--- config.mk ---
export PLATFORM = sky130hd
export DESIGN_NAME = prio_encoder_q
export DESIGN_NICKNAME = d
export VERILOG_FILES = /design/src/rtl/prio_encoder_q.sv
export SDC_FILE = /design/constraint.sdc
export NUM_CORES = 1
export LEC_CHECK = 0
export CAP_MARGIN = 20
export CORE_MARGIN = 2
export CORE_UTILIZATION = 40
export CTS_BUF_LIST = sky130_fd_sc_hd__clkbuf_8
export CTS_CLUSTER_SIZE = 16
export DETAILED_ROUTE_END_ITERATION = 12
export PLACE_DENSITY = 0.84
export SYNTH_ARGS = -nofsm -noshare
export SYNTH_HDL_FRONTEND = slang
export SYNTH_SLANG_ARGS = --single-unit
--- constraint.sdc ---
create_clock -name clk -period 1.9 [get_ports clk]
set_clock_uncertainty 0.1 [all_clocks]
set_input_delay 0.285 -clock clk [delete_from_list [all_inputs] [get_ports clk]]
set_output_delay 0.285 -clock clk [all_outputs]
set_load 0.01 [all_outputs]
--- src/rtl/prio_encoder_q.sv ---
// Registered N-to-log2(N) priority encoder with request queueing and valid/ready output.
// Define PRIO_ENCODER_Q_RR_EN for round-robin priority; fixed priority (highest index wins) otherwise.
module prio_encoder_q #(
  parameter int unsigned N = 8,
  localparam int unsigned W = $clog2(N)
) (
  input  logic         clk,
  input  logic         rst_n,
  input  logic [N-1:0] req,
  output logic         out_valid,
  input  logic         out_ready,
  output logic [W-1:0] out_idx,
  output logic [N-1:0] pending,
  output logic         dup,
  output logic         busy
);

  logic [N-1:0] pending_q, pending_d;
  logic         out_valid_q, out_valid_d;
  logic [W-1:0] out_idx_q, out_idx_d;
  logic         dup_q, dup_d;
  logic         busy_q, busy_d;

  logic [N-1:0] cand;
  logic [N-1:0] grant_mask;
  logic [W-1:0] sel;
  logic         load;

`ifdef PRIO_ENCODER_Q_RR_EN
  logic [W-1:0] ptr_q, ptr_d;
  logic [W-1:0] pos;
  logic         found;
`endif

  // Selection over pending | req so a fresh request can be granted on the edge it is sampled
  always_comb begin
    cand = pending_q | req;
    sel  = '0;
`ifdef PRIO_ENCODER_Q_RR_EN
    found = 1'b0;
    pos   = '0;
    for (int k = 0; k < int'(N); k++) begin
      pos = W'((int'(ptr_q) + int'(N) - k) % int'(N));
      if (!found && cand[pos]) begin
        found = 1'b1;
        sel   = pos;
      end
    end
`else
    for (int i = 0; i < int'(N); i++) begin
      if (cand[i]) sel = W'(i);
    end
`endif
    load       = (!out_valid_q || out_ready) && (|cand);
    grant_mask = load ? (N'(1) << sel) : '0;
  end

  // Next-state for the queue, output slot and status flags
  always_comb begin
    pending_d   = cand & ~grant_mask;
    out_valid_d = out_valid_q;
    out_idx_d   = out_idx_q;
    if (load) begin
      out_valid_d = 1'b1;
      out_idx_d   = sel;
    end else if (out_ready) begin
      out_valid_d = 1'b0;
    end
    dup_d  = |(req & pending_q);
    busy_d = out_valid_d | (|pending_d);
`ifdef PRIO_ENCODER_Q_RR_EN
    ptr_d = ptr_q;
    if (load) ptr_d = (sel == '0) ? W'(N - 1) : sel - W'(1);
`endif
  end

  always_ff @(posedge clk) begin
    if (!rst_n) begin
      pending_q   <= '0;
      out_valid_q <= 1'b0;
      out_idx_q   <= '0;
      dup_q       <= 1'b0;
      busy_q      <= 1'b0;
    end else begin
      pending_q   <= pending_d;
      out_valid_q <= out_valid_d;
      out_idx_q   <= out_idx_d;
      dup_q       <= dup_d;
      busy_q      <= busy_d;
    end
  end

`ifdef PRIO_ENCODER_Q_RR_EN
  // Rotation pointer marks the current highest-priority index
  always_ff @(posedge clk) begin
    if (!rst_n) ptr_q <= W'(N - 1);
    else        ptr_q <= ptr_d;
  end
`endif

  assign out_valid = out_valid_q;
  assign out_idx   = out_idx_q;
  assign pending   = pending_q;
  assign dup       = dup_q;
  assign busy      = busy_q;

endmodule

==> results.py, run 1 <==
metrics = {
    "outcome": {
        "status": "completed",
    },
    "drt": {
        "num_vias": 694,
        "first_iter_violations": 13,
        "first_pass_iters": 4,
        "via_per_inst": 5.98,
        "wirelength_um": 1810,
        "drc": 0,
        "wl_per_cell_um": 15.6,
        "antenna_left": 0,
    },
    "sta": {
        "slew_violations": 0,
        "rsz0062_at_grt": "no",
        "finalSetupViolCount": 0,
        "worst_slack_ns": 0.109,
        "tightestPinTransition_ns": 0.420,
        "relSlewSlack_pct": 71.7,
        "timing.final.crit_share_pct": 94.3,
        "hold_ws_ns": 0.361,
        "hold_viol": 0,
        "max_freq_mhz": 558,
        "fin_crit_ns": 1.79,
    },
    "critical_path": {
        "crit_buf_inv": 3,
        "reg2reg_slack_ns": 0.29,
        "cp.arrival_ns": 1.79,
        "critPathRequiredTime_ns": 1.90,
        "path_cells": "clkdlybuf4s50_1, buf_4, nor4_1, buf_4, a41oi_1, nor2_1, a211oi_1",
        "crit_family": "buffers and inverters",
        "crit_top_cell": "buf_4",
        "path_class": "input pin to flop",
        "critPathCaptureType": "flop",
        "startpoint_type": "input pin",
        "critPathMaxStageDelay_ns": 0.42,
        "crit_fanout": 5,
        "crit_slowest_cell": "clkdlybuf4s50_1",
    },
    "final_layout": {
        "final_cells": 116,
        "nets": 112,
        "n_antenna_cell": 0,
        "drive_gt1_share_pct": 18.0,
        "area_growth_pct": 60.9,
        "final_area_um2": 992,
    },
    "synth": {
        "synth_top_area_share_pct": 45.4,
        "synth.distinct_cells": 25,
        "synth.largest_area_cell": "dfxtp_1",
        "synth_top_family_by_area": "compound AO/OA/AOI/OAI gates",
        "synth-compound-area-share_pct": 29.6,
        "synth_area_um2": 617,
        "synthXorXnorAreaFrac_pct": 0,
        "synth-adder-area-share_pct": 0,
        "yosys-top-cells-area": "dfxtp_1 (45%), a211oi_1 (6.1%), nor2_1 (6.1%), a22oi_1 (4.9%), o221a_1 (3.7%)",
        "ys_ff_latch": 14,
        "syn_inst": 64,
        "syn_avg_cell_area_um2": 9.64,
        "synthSimpleGateAreaFrac_pct": 24.3,
        "yosys_warnings": 0,
        "syn_nets": 75,
        "muxShareOfSynthArea_pct": 0,
        "synth_seq_area_share_pct": 45.4,
    },
    "pwr": {
        "switching_share_pct": 24.7,
        "vdd_ir_drop_max_v": 0.000501,
        "comb_power_share_pct": 20.6,
        "p_leak_nw": 0.365,
        "power_density_nw_per_um2": 789,
        "p_int_mw": 0.590,
        "seqPwrFrac_pct": 43.1,
        "clkPwrFrac_pct": 36.3,
        "p_switching_mw": 0.194,
        "fin_total_pwr_mw": 0.783,
    },
    "global_routing": {
        "antenna_found_initial": 0,
        "globalRouteOverflowTotal": 0,
        "grt_use_met2_pct": 33.7,
        "grt_max_degree": 11,
        "grt_pass1_wl_um": 2970,
        "track_usage_pct": 21.4,
        "grt_pass1_vias": 668,
        "grt_most_used_layer": "met2",
        "use_met3_pct": 2.98,
        "use_met1_pct": 28.6,
    },
    "floorplan": {
        "core_um2": 1470,
        "pin_count": 25,
        "die_w_um": 43.3,
        "dieArea_um2": 1870,
        "die_h_um": 43.3,
        "initial_core_util_pct": 41.9,
        "rows": 14,
    },
    "clock_tree": {
        "clk_pin_slew_ns": 0.05,
        "cts-root-buf": "clkbuf_8",
        "cts-buffers-inserted": 3,
        "clk_latency_ns": 0.24,
        "cts_hold_buf": 0,
        "post_cts_buffers": 0,
        "cts_sinks": 14,
        "h-tree-depth": 1,
        "cts_tree": "yes",
        "cts_buffer_depth": 2,
        "cts_resized": 0,
    },
    "run": {
        "cap_viol_max_count": 0,
    },
    "place": {
        "dpl.cell_count": 112,
        "placement.io_buffers": 24,
        "hpwl_um": 1330,
        "placed_cell_area_um2": 937,
        "gp_congestion": 0.832,
        "dpl_worst_slack_ns": -0.117,
    },
    "min_path": {
        "hold_class": "flop to flop",
    },
}
==> registers in the layout (all words and copies together) (netlist names) <==
name       count
pending        8
out_valid      1
busy           1
out_idx        3
dup            1
==> synth_stat cells <==
master and instances:
a311oi_1 1, nor3_2 1, a22oi_1 4, o221a_1 2
o211ai_1 1, nand2b_1 1, a211oi_1 5, o31ai_1 2
nor4_4 1, or4_4 2, o21ai_1 1, a21boi_1 1
nor4_1 2, inv_2 1, dfxtp_1 14, a41oi_1 2
nor2b_1 1, nor2_1 10, nand2_1 3, nor3_1 1
nand3_1 1, a21oi_1 4, o21ai_0 1, a31oi_1 1
nor4_2 1
==> metrics by stage <==
stage,setup TNS [ns],util [%]
after floorplan,0,-
after global placement,-0.181,63.7
after detailed placement,-0.598,63.7
after CTS,0,67.4
after global routing,0,67.4
final,0,67.4
==> cells in the final DEF (no fill, tap or decap), types with 2 or more instances in the layout <==
| master | Yosys | routed |
|---|---|---|
| clkdlybuf4s50_1 | 0 | 24 |
| dfxtp_1 | 14 | 14 |
| nor2_1 | 10 | 10 |
| buf_4 | 0 | 8 |
| a211oi_1 | 5 | 5 |
| a21oi_1 | 4 | 4 |
| a22oi_1 | 4 | 4 |
| clkbuf_8 | 0 | 4 |
| nand2_1 | 3 | 3 |
| nor4_1 | 2 | 2 |
| a41oi_1 | 2 | 2 |
| or4_4 | 2 | 2 |
| o31ai_1 | 2 | 2 |
| o221a_1 | 2 | 2 |
==> kinds of logic after synthesis <==
group,Yosys count
flops,14
compound gates,25
simple gates,24
buf+inv,1
==> metal layers <==
metal  wire length [um]  vias to the layer above
met5                  0                        -
met4                 31                        0
met3                154                        6
met2                874                       40
met1                752                      317
li1                   -                      331
==> final cells by class <==
class | count | area, um^2
fill | 132 | 479
clock buffer | 4 | 55.1
multi-input combinational | 49 | 333
tap | 16 | 20.0
timing repair buffer | 32 | 300
sequential | 14 | 280
inverter | 1 | 3.75
==> worst register-to-register path, delay by kind of cell (launching register included) <==
kind               cells  cell delay, ns
DFF                    1            0.35
and+or+nand+nor        3            0.83
AOI/OAI and AO/OA      1            0.22
==> power groups by stage <==
stage,Combinational [mW],Sequential [mW],Clock (mW)
after global routing,0.173,0.341,0.304
after CTS,0.161,0.337,0.291
after detailed placement,0.159,0.343,0
after floorplan,0.0517,0.351,0
after global placement,0.156,0.343,0
final,0.162,0.338,0.284
==> worst paths after layout <==
path | from | endpoint | cells past startpoint
min reg2reg | out_idx[2] | out_idx[2] | 2
max | req[4] | out_idx[1] | 7
min | out_idx[2] | out_idx[2] | 2
max reg2reg | pending[4] | pending[1] | 4
No activity file was read; power rests on OpenSTA's default activity.
==> run 2, diff against run 1 <==
HOLD_SLACK_MARGIN = 0.1   (was unset)
==> results of run 2 <==
No change in the layout: final DEF, timing and power equal those of run 1.
==> run 3, diff against run 2 <==
ABC_AREA = 1   (was unset)
PLACE_DENSITY = 0.82   (was 0.84)
==> run 3 against run 2 <==
Compared with the run above:
- synthesized cell count up 52%
- critical path depth down 6
- critical path type is now flop to primary output
- register-to-register slack better by 0.21 ns
- synthesized area up 13%
- largest cell class unchanged
- wire length down 20%
- sequential power down 3%
- sequential share of layout area down 0.59 points
- combinational power about the same
==> results.py, run 3 <==
metrics = {
    "outcome": {
        "status": "completed",
    },
    "synth": {
        "synth.largest_area_cell": "dfxtp_1",
        "synth.distinct_cells": 24,
        "synth_commonest_cells": "nand2_1 (19), inv_1 (18), dfxtp_1 (14)",
        "ys_ff_latch": 14,
        "yosysMostFrequentCell": "nand2_1",
        "yosys-top-cells-area": "dfxtp_1 (40%), nand2_1 (10%), inv_1 (9.7%), nor2_1 (5.9%), a21oi_1 (3.6%)",
        "synth_top_area_share_pct": 40.1,
        "syn_inst": 97,
        "async_flop_share_pct": 0,
        "ys.flop_type": "dfxtp_1",
        "synth_edf_count": 0,
        "syn_avg_cell_area_um2": 7.20,
        "synth_area_um2": 698,
        "yosys_warnings": 0,
        "syn_nets": 108,
        "synth_seq_area_share_pct": 40.1,
    },
    "global_routing": {
        "grt_max_degree": 12,
        "globalRouteOverflowTotal": 0,
        "track_usage_pct": 15.7,
        "antenna_found_initial": 0,
        "grt_pass1_vias": 603,
        "grt_pass1_wl_um": 2350,
    },
    "sta": {
        "max_freq_mhz": 631,
        "finalSetupTns_ns": 0,
        "relSlewSlack_pct": 76.0,
        "slew_violations": 0,
        "finalSetupViolCount": 0,
        "fin_crit_ns": 1.58,
        "tightestPinTransition_ns": 0.360,
        "rsz0062_at_grt": "no",
        "timing.final.crit_share_pct": 83.4,
        "hold_viol": 0,
    },
    "critical_path": {
        "crit_fanout": 3,
        "crit_family": "buffers and inverters",
        "endpoint": "pending[7]",
        "reg2reg_slack_ns": 0.50,
        "critPathCaptureType": "primary output",
        "cp-startpoint": "pending[7]",
        "crit_slowest_cell": "clkdlybuf4s50_1",
        "worstRegToRegCells": 7,
        "path_cells": "clkdlybuf4s50_1",
        "startpoint_type": "flop",
        "r2r-end": "pending[0]",
        "cp.arrival_ns": 1.20,
        "r2r-start": "pending[7]",
        "crit_buf_inv": 1,
        "cp.depth": 1,
        "critPathMaxStageDelay_ns": 0.56,
        "path_class": "flop to primary output",
        "critPathRequiredTime_ns": 1.51,
    },
    "clock_tree": {
        "cts-buffers-inserted": 3,
        "cts-root-buf": "clkbuf_8",
        "post_cts_buffers": 0,
        "clk_latency_ns": 0.25,
        "cts_hold_buf": 0,
        "cts_resized": 0,
        "h-tree-depth": 1,
        "cts_tree": "yes",
        "clk_pin_slew_ns": 0.06,
        "cts_sinks": 14,
        "cts_buffer_depth": 2,
    },
    "pwr": {
        "p_int_mw": 0.582,
        "switching_share_pct": 25.2,
        "power_density_nw_per_um2": 768,
        "seqPwrFrac_pct": 42.1,
        "p_leak_nw": 0.485,
        "fin_total_pwr_mw": 0.779,
        "clkPwrFrac_pct": 37.3,
        "p_switching_mw": 0.196,
        "comb_power_share_pct": 20.5,
        "vdd_ir_drop_max_v": 0.000619,
    },
    "drt": {
        "drc": 0,
        "wl_per_cell_um": 10.3,
        "first_pass_iters": 3,
        "via_per_inst": 4.80,
        "num_vias": 677,
        "first_iter_violations": 7,
        "antenna_left": 0,
        "wirelength_um": 1450,
    },
    "floorplan": {
        "initial_core_util_pct": 41.3,
        "die_w_um": 45.8,
        "rows": 15,
        "core_um2": 1690,
        "die_h_um": 45.8,
        "dieArea_um2": 2100,
        "pin_count": 25,
    },
    "place": {
        "placement.io_buffers": 24,
        "hpwl_um": 1170,
        "gp_congestion": 0.771,
    },
    "final_layout": {
        "final_cell_mix": "clkdlybuf4s50_1 (24), nand2_1 (19), inv_1 (18), dfxtp_1 (14), nor2_1 (11)",
        "n_antenna_cell": 0,
        "nets": 136,
        "fill_cells": 163,
        "drive_gt1_share_pct": 12.1,
        "largest_reg_flops": 8,
        "area_growth_pct": 45.2,
        "layout_commonest_cell": "clkdlybuf4s50_1",
    },
    "run": {
        "cap_viol_max_count": 0,
    },
    "min_path": {
        "hold_class": "flop to flop",
    },
}
==> run 3: changes by cell type after synthesis, sizes merged, moves of 3 or more <==
cell,before,now
a211oi,5,0
a22oi,4,0
inv,1,19
nand2,3,22
nand3,1,4
nor2,10,14
nor3,2,5
nor4,4,0
o21ai,2,6
==> run 3: metrics by stage <==
stage / util (%) / instance area [um^2] / hold WS (ns) / std cells / setup slack [ns]
after floorplan: - / 698 / 0.309 / 97 / 0.605
after global placement: 56.7 / 958 / 0.355 / 137 / 0.139
after detailed placement: 56.7 / 958 / 0.355 / 137 / 0.0935
after CTS: 60.0 / 1010 / 0.367 / 141 / 0.313
after global routing: 60.0 / 1010 / 0.384 / 141 / 0.212
final: 60.0 / 1010 / 0.361 / 141 / 0.316
==> run 3: kinds of logic (layout without fill, tap and decap cells) <==
group	Yosys count	in the layout	share of synthesized area, %
flops	14	14	40.1
compound gates	14	14	11.6
buf+inv	21	48	11.5
simple gates	48	48	36.7
==> run 3: how the worst min path moves through the flow <==
| stage | start | endpoint | slack [ns] | depth (start not counted) |
|---|---|---|---|---|
| 3_3_place_gp | out_idx[1] | out_idx[1] | 0.35 | 2 |
| 3_5_place_dp | out_idx[1] | out_idx[1] | 0.36 | 2 |
| 2_1_floorplan | rst_n | busy | 0.31 | 2 |
| 6_report | out_idx[1] | out_idx[1] | 0.36 | 2 |
| 4_1_cts | out_idx[1] | out_idx[1] | 0.37 | 2 |
| 5_1_grt | out_idx[2] | out_idx[2] | 0.38 | 2 |
==> run 3: area by class of cell <==
cell class	instances	area [um^2]	area share [%]
inverter	19	71.3	7.04
clock buffer	4	55.1	5.43
sequential	14	280	27.7
tap	17	21.3	2.10
timing repair buffer	25	248	24.4
multi-input combinational	62	338	33.3
==> run 3: power by group through the flow <==
stage | Clock (mW) | Sequential [mW] | Combinational (mW)
2_1_floorplan | 0 | 0.345 | 0.0700
3_3_place_gp | 0 | 0.334 | 0.158
3_5_place_dp | 0 | 0.335 | 0.160
4_1_cts | 0.295 | 0.328 | 0.161
5_1_grt | 0.308 | 0.331 | 0.177
6_report | 0.291 | 0.328 | 0.160
==> run 3: layer usage <==
layer	global-route usage (%)	vias to the layer above	wire length (um)
met5	0	-	0
met2	26.2	17	703
met4	5.14	0	18
li1	-	354	-
met3	5.56	3	75
met1	18.8	303	654
